===== config.mk =====
export PLATFORM = sky130hd
export DESIGN_NAME = cpu_bus_capture
export DESIGN_NICKNAME = d
export VERILOG_FILES = /design/src/rtl/cpu_bus_pkg.sv /design/src/rtl/ev_fifo.sv /design/src/rtl/cpu_bus_capture.sv
export SDC_FILE = /design/constraint.sdc
export NUM_CORES = 1
export LEC_CHECK = 0
export BUFFER_PORTS_ARGS = -buffer_cell sky130_fd_sc_hd__buf_2
export CORE_MARGIN = 1
export CORE_UTILIZATION = 58
export DETAILED_ROUTE_END_ITERATION = 16
export HOLD_SLACK_MARGIN = 0.02
export PLACE_DENSITY = 0.78
export RECOVER_POWER = 100
export SLEW_MARGIN = 20
export SYNTH_ARGS = -nofsm -noshare
export SYNTH_HDL_FRONTEND = slang
export SYNTH_SLANG_ARGS = --single-unit

===== constraint.sdc =====
create_clock -name clk -period 3.1 [get_ports clk]
set_input_delay 0.62 -clock clk [delete_from_list [all_inputs] [get_ports clk]]
set_output_delay 0.62 -clock clk [all_outputs]
set_load 0.005 [all_outputs]

===== src/rtl/cpu_bus_pkg.sv =====
// cpu_bus_pkg: shared types and constants for the CPU bus capture front-end
package cpu_bus_pkg;
  localparam int SYNC_STAGES = 2;
  typedef struct packed {
    logic [15:0] addr;
    logic [7:0]  dat;
    logic        rw;
  } bus_ev_t;
  typedef enum logic [1:0] {IDLE, HIGH, COMMIT} cap_state_t;
endpackage


===== src/rtl/ev_fifo.sv =====
// ev_fifo: synchronous event FIFO with a sticky flag for pushes dropped while full
module ev_fifo
  import cpu_bus_pkg::*;
#(
  parameter int DEPTH = 4
) (
  input  logic    clk,
  input  logic    rst_n,
  input  logic    push,
  input  bus_ev_t din,
  input  logic    pop,
  output logic    valid,
  output bus_ev_t head,
  output logic    ovf
);
  localparam int AW = $clog2(DEPTH);
  bus_ev_t mem [DEPTH];
  logic [AW-1:0] rd, wr;
  logic [AW:0] cnt;
  logic full, empty, do_pop, do_push;
  assign empty = cnt == '0;
  assign full = cnt == (AW+1)'(DEPTH);
  assign do_pop = pop && !empty;
  // A pop frees the head slot in the same edge, so a full FIFO can still accept
  assign do_push = push && (!full || do_pop);
  assign valid = !empty;
  assign head = empty ? '0 : mem[rd];
  always_ff @(posedge clk)
    if (do_push) mem[wr] <= din;
  always_ff @(posedge clk)
    if (!rst_n) begin
      rd <= '0;
      wr <= '0;
      cnt <= '0;
      ovf <= 1'b0;
    end else begin
      if (do_push) wr <= wr + AW'(1);
      if (do_pop) rd <= rd + AW'(1);
      cnt <= cnt + (AW+1)'(do_push) - (AW+1)'(do_pop);
      if (push && !do_push) ovf <= 1'b1;
    end
endmodule


===== src/rtl/cpu_bus_capture.sv =====
// cpu_bus_capture: synchronizes the async CPU bus, filters short M2 pulses and
// queues each valid cycle as an event for the mapper register logic.
module cpu_bus_capture
  import cpu_bus_pkg::*;
#(
  parameter int MIN_HI = 3,
  parameter int FIFO_DEPTH = 4,
  parameter int READ_EV = 0
) (
  input  logic        clk,
  input  logic        map_rst_n,
  input  logic        m2,
  input  logic [15:0] cpu_addr,
  input  logic [7:0]  cpu_dat,
  input  logic        cpu_rw,
  output logic        ev_valid,
  input  logic        ev_ready,
  output logic [15:0] ev_addr,
  output logic [7:0]  ev_dat,
  output logic        ev_rw,
  output logic        ev_ovf,
  output logic [15:0] m2_cnt,
  output logic        glitch
);
  localparam int HW = $clog2(MIN_HI + 1);
  logic [SYNC_STAGES-1:0] m2_sync, rw_sync;
  logic [SYNC_STAGES-1:0][15:0] addr_sync;
  logic [SYNC_STAGES-1:0][7:0] dat_sync;
  logic m2s, m2d, rise, fall, glitch_nx, push;
  cap_state_t state, state_nx;
  logic [HW-1:0] hi_cnt, hi_cnt_nx;
  bus_ev_t cap, cap_nx, head;
  assign m2s = m2_sync[SYNC_STAGES-1];
  assign rise = m2s && !m2d;
  assign fall = !m2s && m2d;
  always_ff @(posedge clk)
    if (!map_rst_n) begin
      m2_sync <= '0;
      rw_sync <= '0;
      addr_sync <= '0;
      dat_sync <= '0;
      m2d <= 1'b0;
    end else begin
      m2_sync <= {m2_sync[SYNC_STAGES-2:0], m2};
      rw_sync <= {rw_sync[SYNC_STAGES-2:0], cpu_rw};
      addr_sync <= {addr_sync[SYNC_STAGES-2:0], cpu_addr};
      dat_sync <= {dat_sync[SYNC_STAGES-2:0], cpu_dat};
      m2d <= m2s;
    end
  always_ff @(posedge clk)
    if (!map_rst_n) begin
      state <= IDLE;
      hi_cnt <= '0;
      cap <= '0;
      glitch <= 1'b0;
      m2_cnt <= '0;
    end else begin
      state <= state_nx;
      hi_cnt <= hi_cnt_nx;
      cap <= cap_nx;
      glitch <= glitch_nx;
      m2_cnt <= m2_cnt + 16'(state == COMMIT);
    end
  // Address and direction are latched at the rise; data keeps tracking until the fall
  always_comb begin
    state_nx = state;
    hi_cnt_nx = hi_cnt;
    cap_nx = cap;
    glitch_nx = 1'b0;
    push = 1'b0;
    if (state == HIGH) begin
      if (m2s) begin
        cap_nx.dat = dat_sync[SYNC_STAGES-1];
        hi_cnt_nx = (hi_cnt == HW'(MIN_HI)) ? hi_cnt : hi_cnt + HW'(1);
      end else if (fall) begin
        state_nx = (hi_cnt >= HW'(MIN_HI)) ? COMMIT : IDLE;
        glitch_nx = hi_cnt < HW'(MIN_HI);
      end
    end else begin
      push = (state == COMMIT) && (!cap.rw || READ_EV != 0);
      state_nx = rise ? HIGH : IDLE;
      if (rise) begin
        hi_cnt_nx = HW'(1);
        cap_nx = '{addr: addr_sync[SYNC_STAGES-1], dat: dat_sync[SYNC_STAGES-1], rw: rw_sync[SYNC_STAGES-1]};
      end
    end
  end
  ev_fifo #(.DEPTH(FIFO_DEPTH)) u_fifo (
    .clk(clk),
    .rst_n(map_rst_n),
    .push(push),
    .din(cap),
    .pop(ev_ready),
    .valid(ev_valid),
    .head(head),
    .ovf(ev_ovf)
  );
  assign ev_addr = head.addr;
  assign ev_dat = head.dat;
  assign ev_rw = head.rw;
endmodule


==> impl_metrics.tcl <==
set metrics [dict create \
    start_util 0.6011 \
    setup-tns-final_ns 0 \
    via_count 4160 \
    io_buffers 72 \
    tritoncts_clock_tree "yes" \
    dp_cells 748 \
    post-route-period-util 0.9193 \
    endpoint_kind "flip-flop" \
    synth_edf_count 100 \
    drt_pass1_iterations 4 \
    post-route-util 0.6841 \
    grt_start_max_net_pins 36 \
    insertion_delay_ns 0.48 \
    postRouteWirelength_mm 13.24 \
    synth_top_cells_by_area "sky130_fd_sc_hd__edfxtp_1 39%, sky130_fd_sc_hd__dfxtp_1 29%, sky130_fd_sc_hd__and2_1 8.5%" \
    setup_repair_after_global_routing_missed_its_margin "false" \
    cp.arrival_ns 3.21 \
    nFillCells 897 \
    critical-path-slowest-cell "sky130_fd_sc_hd__a21boi_0" \
    timing_worst_slew_pin_value_ns 2.184 \
    ant_nets 0 \
    final-instance-count-excl-fill 784 \
    slew_violations 12 \
    vias_per_cell 5.306 \
    critPathTopFamily "compound AO/OA/AOI/OAI gates" \
    netlist-cell-type-count 44 \
    layout.cell_area.non_filler_sq_um 8703 \
    cts-root-to-sink-buffers 3 \
    postCtsHoldBufs 0 \
    leak_pwr_uw 0.003166 \
    cts_setup_buffers 0 \
    synthesis.area_sq_um 7647 \
    layout-drive-gt1-share 0.1977 \
    crit_path_start_kind "flip-flop" \
    failed_checks "max-capacitance violations, max-slew violations" \
    core_area_sq_um 12720 \
    final_hold_viol_count 0 \
    fin_crit_ns 2.850 \
    placed_area_sq_um 8148 \
    netSwitchingFraction 0.2355 \
    timing_worst_setup_path_type "flip-flop to flip-flop" \
    syn-instance-count 521 \
    overflow 0 \
    timing.clock.skew_ns 0.006074 \
    detailedRoute.firstIterationViolations 223 \
    achievable-frequency_mhz 350.9 \
    final_cell_mix "108 x sky130_fd_sc_hd__dfxtp_1, 100 x sky130_fd_sc_hd__edfxtp_1, 56 x sky130_fd_sc_hd__buf_2, 54 x sky130_fd_sc_hd__and2_1, 50 x sky130_fd_sc_hd__and2_0" \
    register_area_sq_um 5186 \
    grt_use_total 0.2086 \
    drt-wirelength-per-cell_microns 16.89 \
    multiInputGateArea_sq_um 2255 \
    hp-class "input port to flip-flop" \
    floorplan.rows 41 \
    num_antenna_cells 0 \
    total_power_uw 6258 \
    number_of_synthesis_warnings 0 \
    internal_power_uw 4784 \
    slew_headroom -0.4689 \
    most_area_hungry_cell_type_in_the_yosys_netlist "sky130_fd_sc_hd__edfxtp_1" \
    gp_congestion 0.7674 \
    die_h_microns 116.8 \
    layout.nets 637 \
    synth.yosys.seq_area_share 0.6780 \
    syn2layout_area_growth_pct 13.81 \
    power.sequential.fraction 0.482 \
    dieArea_sq_um 13650 \
    ys_seq_elements 209 \
    number_of_antenna_violations_at_the_first_check_in_global_routing 0 \
    power_density_nw_per_um2 719.0 \
    max_cap_violations 1 \
    drcViolationCount 0 \
    most_common_cell_after_layout_fill_and_taps_aside "sky130_fd_sc_hd__dfxtp_1" \
    cp_max_fo 11 \
    power_frac_clock 0.361 \
    first_pass_grt_wire_length_mm 21.27 \
    synth.avg_cell_area_sq_um 14.68 \
    postSynthNetCount 560 \
    ys.flop_type "sky130_fd_sc_hd__dfxtp_1" \
    clkSlewWorstSetupHoldPaths_ns 0.06 \
    worst_path_buf_inv 0 \
    report.final.setup_viol 0 \
    netSwitchingPower_uw 1473 \
    vdd.ir_drop.worst_v 0.0003831 \
    slowest_delay_ns 1.70 \
    cts_buffers 20 \
    path_cells "nand2b_1 -> a21boi_0 -> o22ai_1 -> and2_0" \
    synthArstFlopShare 0 \
    pin_count 73 \
    post-dp-hpwl_mm 7.799 \
    top_area_cell_type_share_of_the_netlist_area 0.3927 \
    htree_num_levels 1 \
    ctsRootBufferMaster "sky130_fd_sc_hd__clkbuf_16" \
    run_status "complete, but fails checks" \
    cts.repair.resized 0 \
    clock_sink_count 209 \
    cp_data_required_time_ns 3.46 \
    pwr-share-comb 0.156 \
    die_width_microns 116.8 \
    first_global_vias 4274 \
]
## power groups by stage
stage | Clock (uW) | Sequential, uW | Combinational (uW)
final | 2260 | 3020 | 977
after global routing | 2410 | 3030 | 1090
after CTS | 2300 | 3020 | 1040
after detailed placement | 0 | 3080 | 1030
after global placement | 0 | 3080 | 1000
after floorplan | 0 | 3030 | 722
## synth_stat cells, types with 6 or more instances
cell,number
sky130_fd_sc_hd__mux2i_1,9
sky130_fd_sc_hd__nor2b_1,12
sky130_fd_sc_hd__clkbuf_1,14
sky130_fd_sc_hd__dfxtp_1,109
sky130_fd_sc_hd__inv_1,7
sky130_fd_sc_hd__ha_1,9
sky130_fd_sc_hd__xnor2_1,12
sky130_fd_sc_hd__and2_1,104
sky130_fd_sc_hd__nand2_1,39
sky130_fd_sc_hd__xor2_1,6
sky130_fd_sc_hd__a21boi_0,14
sky130_fd_sc_hd__nand3_1,6
sky130_fd_sc_hd__mux4_2,25
sky130_fd_sc_hd__edfxtp_1,100
## final cells by class
class                   count  share of cell area
clock inverters             3            0.001869
inverters                   7            0.003019
flip-flops and latches    209              0.5959
repair buffers             82             0.04643
multi-input cells         278              0.2591
clock buffers              33             0.06901
well taps                 172             0.02473
## metrics by stage
| stage | setup WS (ns) | hold slack [ns] |
|---|---|---|
| after floorplan | 0.7795 | 0.4119 |
| after global routing | 0.1368 | 0.3408 |
| final | 0.2501 | 0.3437 |
| after detailed placement | 0.6273 | 0.4169 |
| after CTS | 0.2728 | 0.3340 |
| after global placement | 0.7217 | 0.4142 |
## sequential cells by signal, summed over array words and instances, names as in the netlist, named ones only
signal	count
hi_cnt	2
u_fifo.wr	2
u_fifo.rd	2
dat_sync	16
state	2
m2_sync	2
u_fifo.cnt	3
u_fifo.ovf	1
rw_sync	2
m2d	1
glitch	1
m2_cnt	16
addr_sync	32
u_fifo.mem	100
cap	25
## path summary, 6_finish.rpt
check	startpoint	end	slack [ns]	cells past startpoint
max reg2reg	state[1]$_SDFFE_PN0P_	hi_cnt[1]$_SDFFE_PN0P_	0.25	4
max	state[1]$_SDFFE_PN0P_	hi_cnt[1]$_SDFFE_PN0P_	0.25	4
min reg2reg	m2_sync[0]$_SDFF_PN0_	m2_sync[1]$_SDFF_PN0_	0.43	1
min	cpu_dat[2]	dat_sync[2]$_SDFF_PN0_	0.34	2
## cells by family (layout without fill, tap and decap cells)
kind of cell,count (synthesis),after routing,synth area share
xor+xnor,18,18,0.02062
mux,34,34,0.08541
compound gates,26,26,0.02520
buf+inv,34,125,0.02487
flops,209,209,0.6780
fa+ha+maj,10,10,0.01734
simple gates,190,190,0.1486
## metal layers
metal	track usage	routed length (microns)
met1	0.2488	5326
met5	0	0
met2	0.3755	6950
met4	0.07932	344
met3	0.04068	616
Note: power is estimated with default switching activity, not from simulation.
